<file path="config.mk">
export PLATFORM = sky130hd
export DESIGN_NAME = menu_text_fetch
export DESIGN_NICKNAME = d
export VERILOG_FILES = /design/src/rtl/menu_text_fetch.sv
export SDC_FILE = /design/constraint.sdc
export NUM_CORES = 1
export LEC_CHECK = 0
export ABC_AREA = 1
export BUFFER_PORTS_ARGS = -buffer_cell sky130_fd_sc_hd__buf_2
export CORE_MARGIN = 2
export CORE_UTILIZATION = 55
export CTS_CLUSTER_SIZE = 24
export DETAILED_ROUTE_END_ITERATION = 16
export PLACE_DENSITY = 0.81
export SYNTH_ARGS = -nofsm -noshare
export SYNTH_HDL_FRONTEND = slang
export SYNTH_SLANG_ARGS = --single-unit
</file>
<file path="constraint.sdc">
create_clock -name clk -period 2.7 [get_ports clk]
set_input_delay 0.405 -clock clk [delete_from_list [all_inputs] [get_ports clk]]
set_output_delay 0.405 -clock clk [all_outputs]
set_load 0.01 [all_outputs]
</file>
<file path="src/rtl/menu_text_fetch.sv">
// Menu overlay read-side controller: fetches a character code and a font row per text cell
// from the menu RAM port B and serialises them into a 1-bpp overlay pixel stream.
module menu_text_fetch #(
   parameter logic [10:0] TEXT_BASE = 11'h000,
   parameter logic [10:0] FONT_BASE = 11'h400,
   parameter int unsigned COLS      = 32,
   parameter int unsigned ROWS      = 28
) (
   input  logic        clk,
   input  logic        reset,
   input  logic        pix_ce,
   input  logic        de,
   input  logic [7:0]  x,
   input  logic [7:0]  y,
   input  logic        line_start,
   input  logic        sel_en,
   input  logic [4:0]  sel_row,
   input  logic [7:0]  ram_doutb,
   output logic [10:0] ram_adb,
   output logic        ram_ceb,
   output logic        ram_oceb,
   output logic        ram_wreb,
   output logic        pix_out,
   output logic        pix_valid,
   output logic        overrun
);

   localparam int unsigned ADDR_W = 11;
   localparam int unsigned Y_END  = ROWS * 8;

   typedef enum logic [2:0] {IDLE, CHAR, CODE, FONT, DATA} state_t;

   state_t      state;
   logic        code_inv;
   logic [7:0]  next_bits;
   logic        next_inv;
   logic [7:0]  shift;
   logic        cell_inv;

   logic              in_rows;
   logic              in_cols;
   logic              load;
   logic              req_line;
   logic              req_pix;
   logic              req;
   logic [4:0]        req_col;
   logic [ADDR_W-1:0] char_addr;
   logic [ADDR_W-1:0] font_addr;
   logic              pix_bit;
   logic              pix_inv;
   logic              row_inv;

   assign ram_oceb = 1'b1;
   assign ram_wreb = 1'b0;

   // Request decode, fetch addresses and the pixel selected this pix_ce (post-load view)
   always_comb begin
      in_rows   = {1'b0, y} < 9'(Y_END);
      in_cols   = {1'b0, x[7:3]} < 6'(COLS);
      load      = pix_ce & de & (x[2:0] == 3'd0);
      req_line  = line_start & in_rows;
      req_pix   = load & in_rows & ({1'b0, x[7:3]} < 6'(COLS - 1));
      req       = req_line | req_pix;
      req_col   = req_line ? 5'd0 : x[7:3] + 5'd1;
      char_addr = TEXT_BASE + ADDR_W'(y[7:3]) * ADDR_W'(COLS) + ADDR_W'(req_col);
      // Code byte is on ram_doutb during CODE, so the font row address is formed from it directly
      font_addr = FONT_BASE + ADDR_W'({ram_doutb[6:0], 3'b000}) + ADDR_W'(y[2:0]);
      pix_bit   = load ? next_bits[0] : shift[1];
      pix_inv   = load ? next_inv : cell_inv;
      row_inv   = sel_en & (y[7:3] == sel_row);
   end

   always_ff @(posedge clk or posedge reset) begin
      if (reset) begin
         state     <= IDLE;
         ram_adb   <= '0;
         ram_ceb   <= 1'b0;
         code_inv  <= 1'b0;
         next_bits <= '0;
         next_inv  <= 1'b0;
         shift     <= '0;
         cell_inv  <= 1'b0;
         pix_out   <= 1'b0;
         pix_valid <= 1'b0;
         overrun   <= 1'b0;
      end else begin
         pix_valid <= pix_ce;
         pix_out   <= pix_ce & de & in_rows & in_cols & (pix_bit ^ pix_inv ^ row_inv);

         if (pix_ce & de) begin
            if (load) begin
               shift    <= next_bits;
               cell_inv <= next_inv;
            end else begin
               shift <= shift >> 1;
            end
         end

         ram_ceb <= 1'b0;
         case (state)
            IDLE: begin
               if (req) begin
                  state   <= CHAR;
                  ram_adb <= char_addr;
                  ram_ceb <= 1'b1;
               end
            end
            CHAR: state <= CODE;
            CODE: begin
               code_inv <= ram_doutb[7];
               ram_adb  <= font_addr;
               ram_ceb  <= 1'b1;
               state    <= FONT;
            end
            FONT: state <= DATA;
            DATA: begin
               next_bits <= ram_doutb;
               next_inv  <= code_inv;
               state     <= IDLE;
            end
            default: state <= IDLE;
         endcase

         // Busy FSM cannot accept another cell; flag it permanently
         if (req && (state != IDLE)) overrun <= 1'b1;
      end
   end

endmodule

</file>
## Yosys cells after proc, flatten, opt, wreduce, memory -nomap -nowiden

Cells that the tools add are included.

| storage, ports and cells | value |
|---|---|
| input port bits | 35 |
| register bits after elaboration | 37 |
| output and inout bits | 17 |
| logic and storage cells | 50 |

| operators by class | value |
|---|---|
| reduce and logical (&&, ||, !) cells | 6 |
| bitwise logic cells | 11 |
| magnitude comparators | 2 |
| multiplexer cells | 10 |
| add/subtract/negate cells | 4 |
| eq/ne operators | 6 |

Operators with widths:

| kind | number |
|---|---|
| one-hot mux 11 bit (2 select lines) | 1 |
| one-hot mux 3 bit (4 select lines) | 1 |
| adder 10 x 5 -> 11 bit | 1 |
| adder 11 x 10 -> 11 bit (first input constant) | 1 |
| adder 11 x 3 -> 11 bit | 1 |
| 2-to-1 mux 11 bit | 1 |
| AND 1 bit | 8 |
| < comparator 8 bit (second input constant) | 1 |
| 2-to-1 mux 8 bit | 1 |
| equality test 3 x 2 -> 1 bit (second input constant) | 2 |
| logical NOT 3 bit | 2 |
| adder 5 x 1 -> 5 bit (second input constant) | 1 |
| equality test 5 bit | 1 |
| < comparator 5 bit (second input constant) | 1 |
| 2-to-1 mux 5 bit | 1 |
| equality test 3 x 1 -> 1 bit (second input constant) | 1 |
| equality test 3 bit (second input constant) | 1 |
| 2-to-1 mux 1 bit | 3 |
| 2-to-1 mux 3 bit | 1 |
| nonzero test 3 bit | 1 |
| inequality test 2 bit (second input constant) | 1 |
| one-hot mux 1 bit (2 select lines) | 1 |
| AND reduction 2 bit | 1 |
| nonzero test 2 bit | 1 |
| 3 further kinds | 4 |

## Logic depth before layout (Yosys ltp)

| depth | value |
|---|---|
| depth after elaboration | 7 |
| depth in mapped cells | 9 |
| gate-level depth less buffers | 9 |

## Least setup slack after synthesis

OpenSTA, ideal clock, no wires.

| timing path | value |
|---|---|
| path type | input -> register |
| start | input x[1] |
| end | register ram_adb[10] |
| cell stages on the path | 9 |
| path buffers | 1 |
| required time | 2.581 ns |
| arrival time | 1.155 ns |
| slack | 1.426 ns |
| setup time | 0.119 ns |
| cells stage by stage | nor2_2 > nand2_2 > nor2_4 > nand3_2 > nand3_2 > nand2_2 > buf_6 > nand2_1 > nand2_1 |

| on the way | value |
|---|---|
| word-level cells in the longest chain between the ends | 7 |

RTL lines:

| what | line | text |
|---|---|---|
| start, declared | 13 | `input logic [7:0] x,` |
| logical NOT 3 bit | 60 | `load = pix_ce & de & (x[2:0] == 3'd0);` |
| AND 1 bit | 60 |  |
| AND 1 bit (2 in series) | 62 | `req_pix = load & in_rows & ({1'b0, x[7:3]} < 6'(COLS - 1));` |
| OR 1 bit | 63 | `req = req_line \| req_pix;` |
| inequality test 2 bit (no source line) | - |  |
| AND reduction 2 bit (no source line) | - |  |
| end signal, assigned | 104 | `ram_adb <= char_addr;` |
| end signal, assigned | 111 | `ram_adb <= font_addr;` |
| end, declared | 19 | `output logic [10:0] ram_adb,` |

No other way between the ends.
A chain may end at the register's enable or synchronous reset.

## Worst setup path after layout

| timing path | value |
|---|---|
| start | register state[2] |
| end | register ram_adb[3] |

| on the way | value |
|---|---|
| word-level cells in the longest chain between the ends | 3 |
| elaborated cells on any way between the ends | 6 |
| classes of those cells | eq/ne (2); mux (1); reduce/logical (3) |

RTL lines:

| what | line | text |
|---|---|---|
| start, declared | 33 | `state_t state;` |
| start signal, assigned | 75 | `state <= IDLE;` |
| start signal, assigned | 103 | `state <= CHAR;` |
| start signal, assigned | 108 | `CHAR: state <= CODE;` |
| equality test 3 x 2 -> 1 bit or logical NOT 3 bit (tied branches) | 100 | `case (state)` |
| nonzero test 2 bit (no source line) or inequality test 2 bit (tied branches) | - |  |
| AND reduction 2 bit (no source line) | - |  |

Parallel ways exist; a longest one is shown, timed or not.

==> flow_summary.toml <==
[floorplan]
start_util_pct = 58.80
core_area_um2 = 3128
die_w_um = 61.83
die_y_um = 61.83
rows = 20
dieArea_um2 = 3823
io_pins = 52

[global_routing]
antenna_found_initial = 0
grt_overflow = 0
grt_usage_pct = 24.88
grt_max_degree = 37
grt_pass1_vias = 1545
grt_pass1_wl_um = 6768

[place]
placed_area_um2 = 2098
io_buffer_count = 49
dp.final_hpwl_um = 3095
gp_congestion = 0.8916

[yosys]
yosys_warnings = 0
syn_area_um2 = 1839
syn_inst = 234
synth.avg_cell_area_um2 = 7.860
synth_seq_cells = 36
seq_area_frac_synth_pct = 48.98
ys_types = 25
synth_fp_nets = 270

[clock_tree]
post_cts_buffers = 0
clk_pin_slew_worst_paths_ps = 120
cts_root_buf = "clkbuf_4"
h-tree-depth = 2
clock_sinks = 36
insertion_delay_ps = 360
postCtsHoldBufs = 0
ctsResizeCount = 0
cts_made_buffers = 5
clock_path_buffers = 2
cts_tree = "yes"

[routing]
vias = 1647
viasPerCell = 5.006
totalWireLength_um = 4118
drtIter0Drc = 50
routedWlPerCell_um = 12.52
dr.pass1.iters = 4
ant_nets = 0
drc = 0

[sta]
period_needed_ps = 1658
period_share_pct = 61.40
hold_violations = 0
rsz0062_at_grt = "no"
drv_slew = 0
fin_skew_ps = 16.33
fmax_mhz = 603.2
setup_tns_ps = 0
setup_viol = 0

[pwr]
power_frac_seq_pct = 40.2
p_leak_nw = 1.230
p_int_mw = 1.402
power.share.clock_pct = 25.9
netSwitchingFraction_pct = 36.23
max-vdd-ir-drop_uv = 660.2
power_density_nw_per_um2 = 987.8
combPwrFrac_pct = 33.9
p_sw_mw = 0.7966

[critical_path]
end_kind = "flip-flop"
path_class = "flip-flop to flip-flop"
crit_path_start_kind = "flip-flop"
path_max_fanout = 16
cp.required_ps = 2950
critPathArrivalTime_ps = 1910

[final_layout]
stdcell_area_um2 = 2226
num_antenna_cells = 0
regArea_um2 = 900.9
area_growth_pct = 21.02
final_cell_mix = "68 x nand2_1, 49 x buf_2, 36 x dfrtp_1"
drive_above_1_share_pct = 24.56
multi_input_area_um2 = 773.2
nFillCells = 281
final_nets = 320
layout_commonest_cell = "nand2_1"

[status]
status = "finished clean"

[flow_run]
drv_cap = 0

[worst_hold_path]
hp-class = "input port to asynchronous set/reset pin"
==> worst paths after layout <==
check                      startpoint            to  slack [ps]  cells past startpoint
min in group clk               pix_ce     pix_valid         160                      1
max in group asynchronous       reset  next_bits[4]        2250                      3
min                             reset      code_inv         120                      3
max reg2reg                  state[2]    ram_adb[3]        1040                      8
min reg2reg                ram_adb[6]    ram_adb[6]         480                      2
max                          state[2]    ram_adb[3]        1040                      8
==> metrics by stage <==
step                      power, mW  util (%)  hold WS (ps)  std cells  setup WS, ps
after global placement        1.611     67.08         452.6        321          1091
after global routing          2.394     71.16         144.4        329         814.0
final                         2.199     71.16         124.7        329          1042
after CTS                     2.209     71.16         134.9        329          1064
after detailed placement      1.639     67.08         455.9        321          1013
after floorplan               1.437         -         436.4        234          1426
==> worst max-delay path: stages (launching register included) <==
cell,delay [ps]
dfrtp_1,460
nor2_4,330
nand2_2,240
nand2_1,210
inv_2,50
nand2_1,60
o21ai_0,70
nand3_1,80
nand2_1,60
==> flip-flops by register name, indices dropped and copies added, names as in the netlist <==
| name | cells |
|---|---|
| overrun | 1 |
| shift | 7 |
| state | 3 |
| code_inv | 1 |
| pix_out | 1 |
| ram_adb | 11 |
| next_bits | 8 |
| ram_ceb | 1 |
| next_inv | 1 |
| cell_inv | 1 |
| pix_valid | 1 |
==> layout make-up <==
class,instances,area share [%]
Clock inverter,3,4.047
Timing Repair Buffer,50,11.35
Inverter,31,5.228
Multi-Input combinational cell,160,34.74
Clock buffer,5,1.686
Sequential cell,36,40.47
Tap cell,44,2.473
==> logic make-up after synthesis <==
family                   after synthesis  synth area share (%)
adder cells (fa/ha/maj)                1                0.6802
flip-flops                            36                 48.98
buffers and inverters                 38                 8.979
XOR/XNOR                               5                 2.381
AND/OR/NAND/NOR                      112                 27.48
other                                  2                0.4083
AO/OA/AOI/OAI                         40                 11.09
==> power by group through the flow <==
stage / logic [mW] / registers, mW / clock network [mW]
5_1_grt: 0.885 / 0.911 / 0.598
2_1_floorplan: 0.529 / 0.908 / 0
3_5_place_dp: 0.747 / 0.891 / 0
6_report: 0.746 / 0.883 / 0.569
3_3_place_gp: 0.723 / 0.888 / 0
4_1_cts: 0.754 / 0.883 / 0.572
==> routing by layer <==
layer	up-vias	global-route usage, %	routed length (um)
met1	759	32.57	1818
met5	-	0	0
met2	47	40.75	2027
li1	835	-	-
met4	0	8.511	53
met3	6	6.004	219
==> Yosys cell counts (all sizes together) <==
cell type,number,share of area [%]
o21bai,1,0.41
dfrtp,36,49
o22ai,1,0.34
nor3b,1,0.41
a21oi,8,2.2
nand3,22,6.5
nor2,13,4.0
xnor2,4,1.9
and2,1,0.34
conb,2,0.41
nand2,73,16
xor2,1,0.48
nor3,1,0.27
buf,7,2.7
nand4,1,0.34
inv,31,6.3
ha,1,0.68
o21ai,30,8.2
Note: power is estimated with default switching activity, not from simulation.
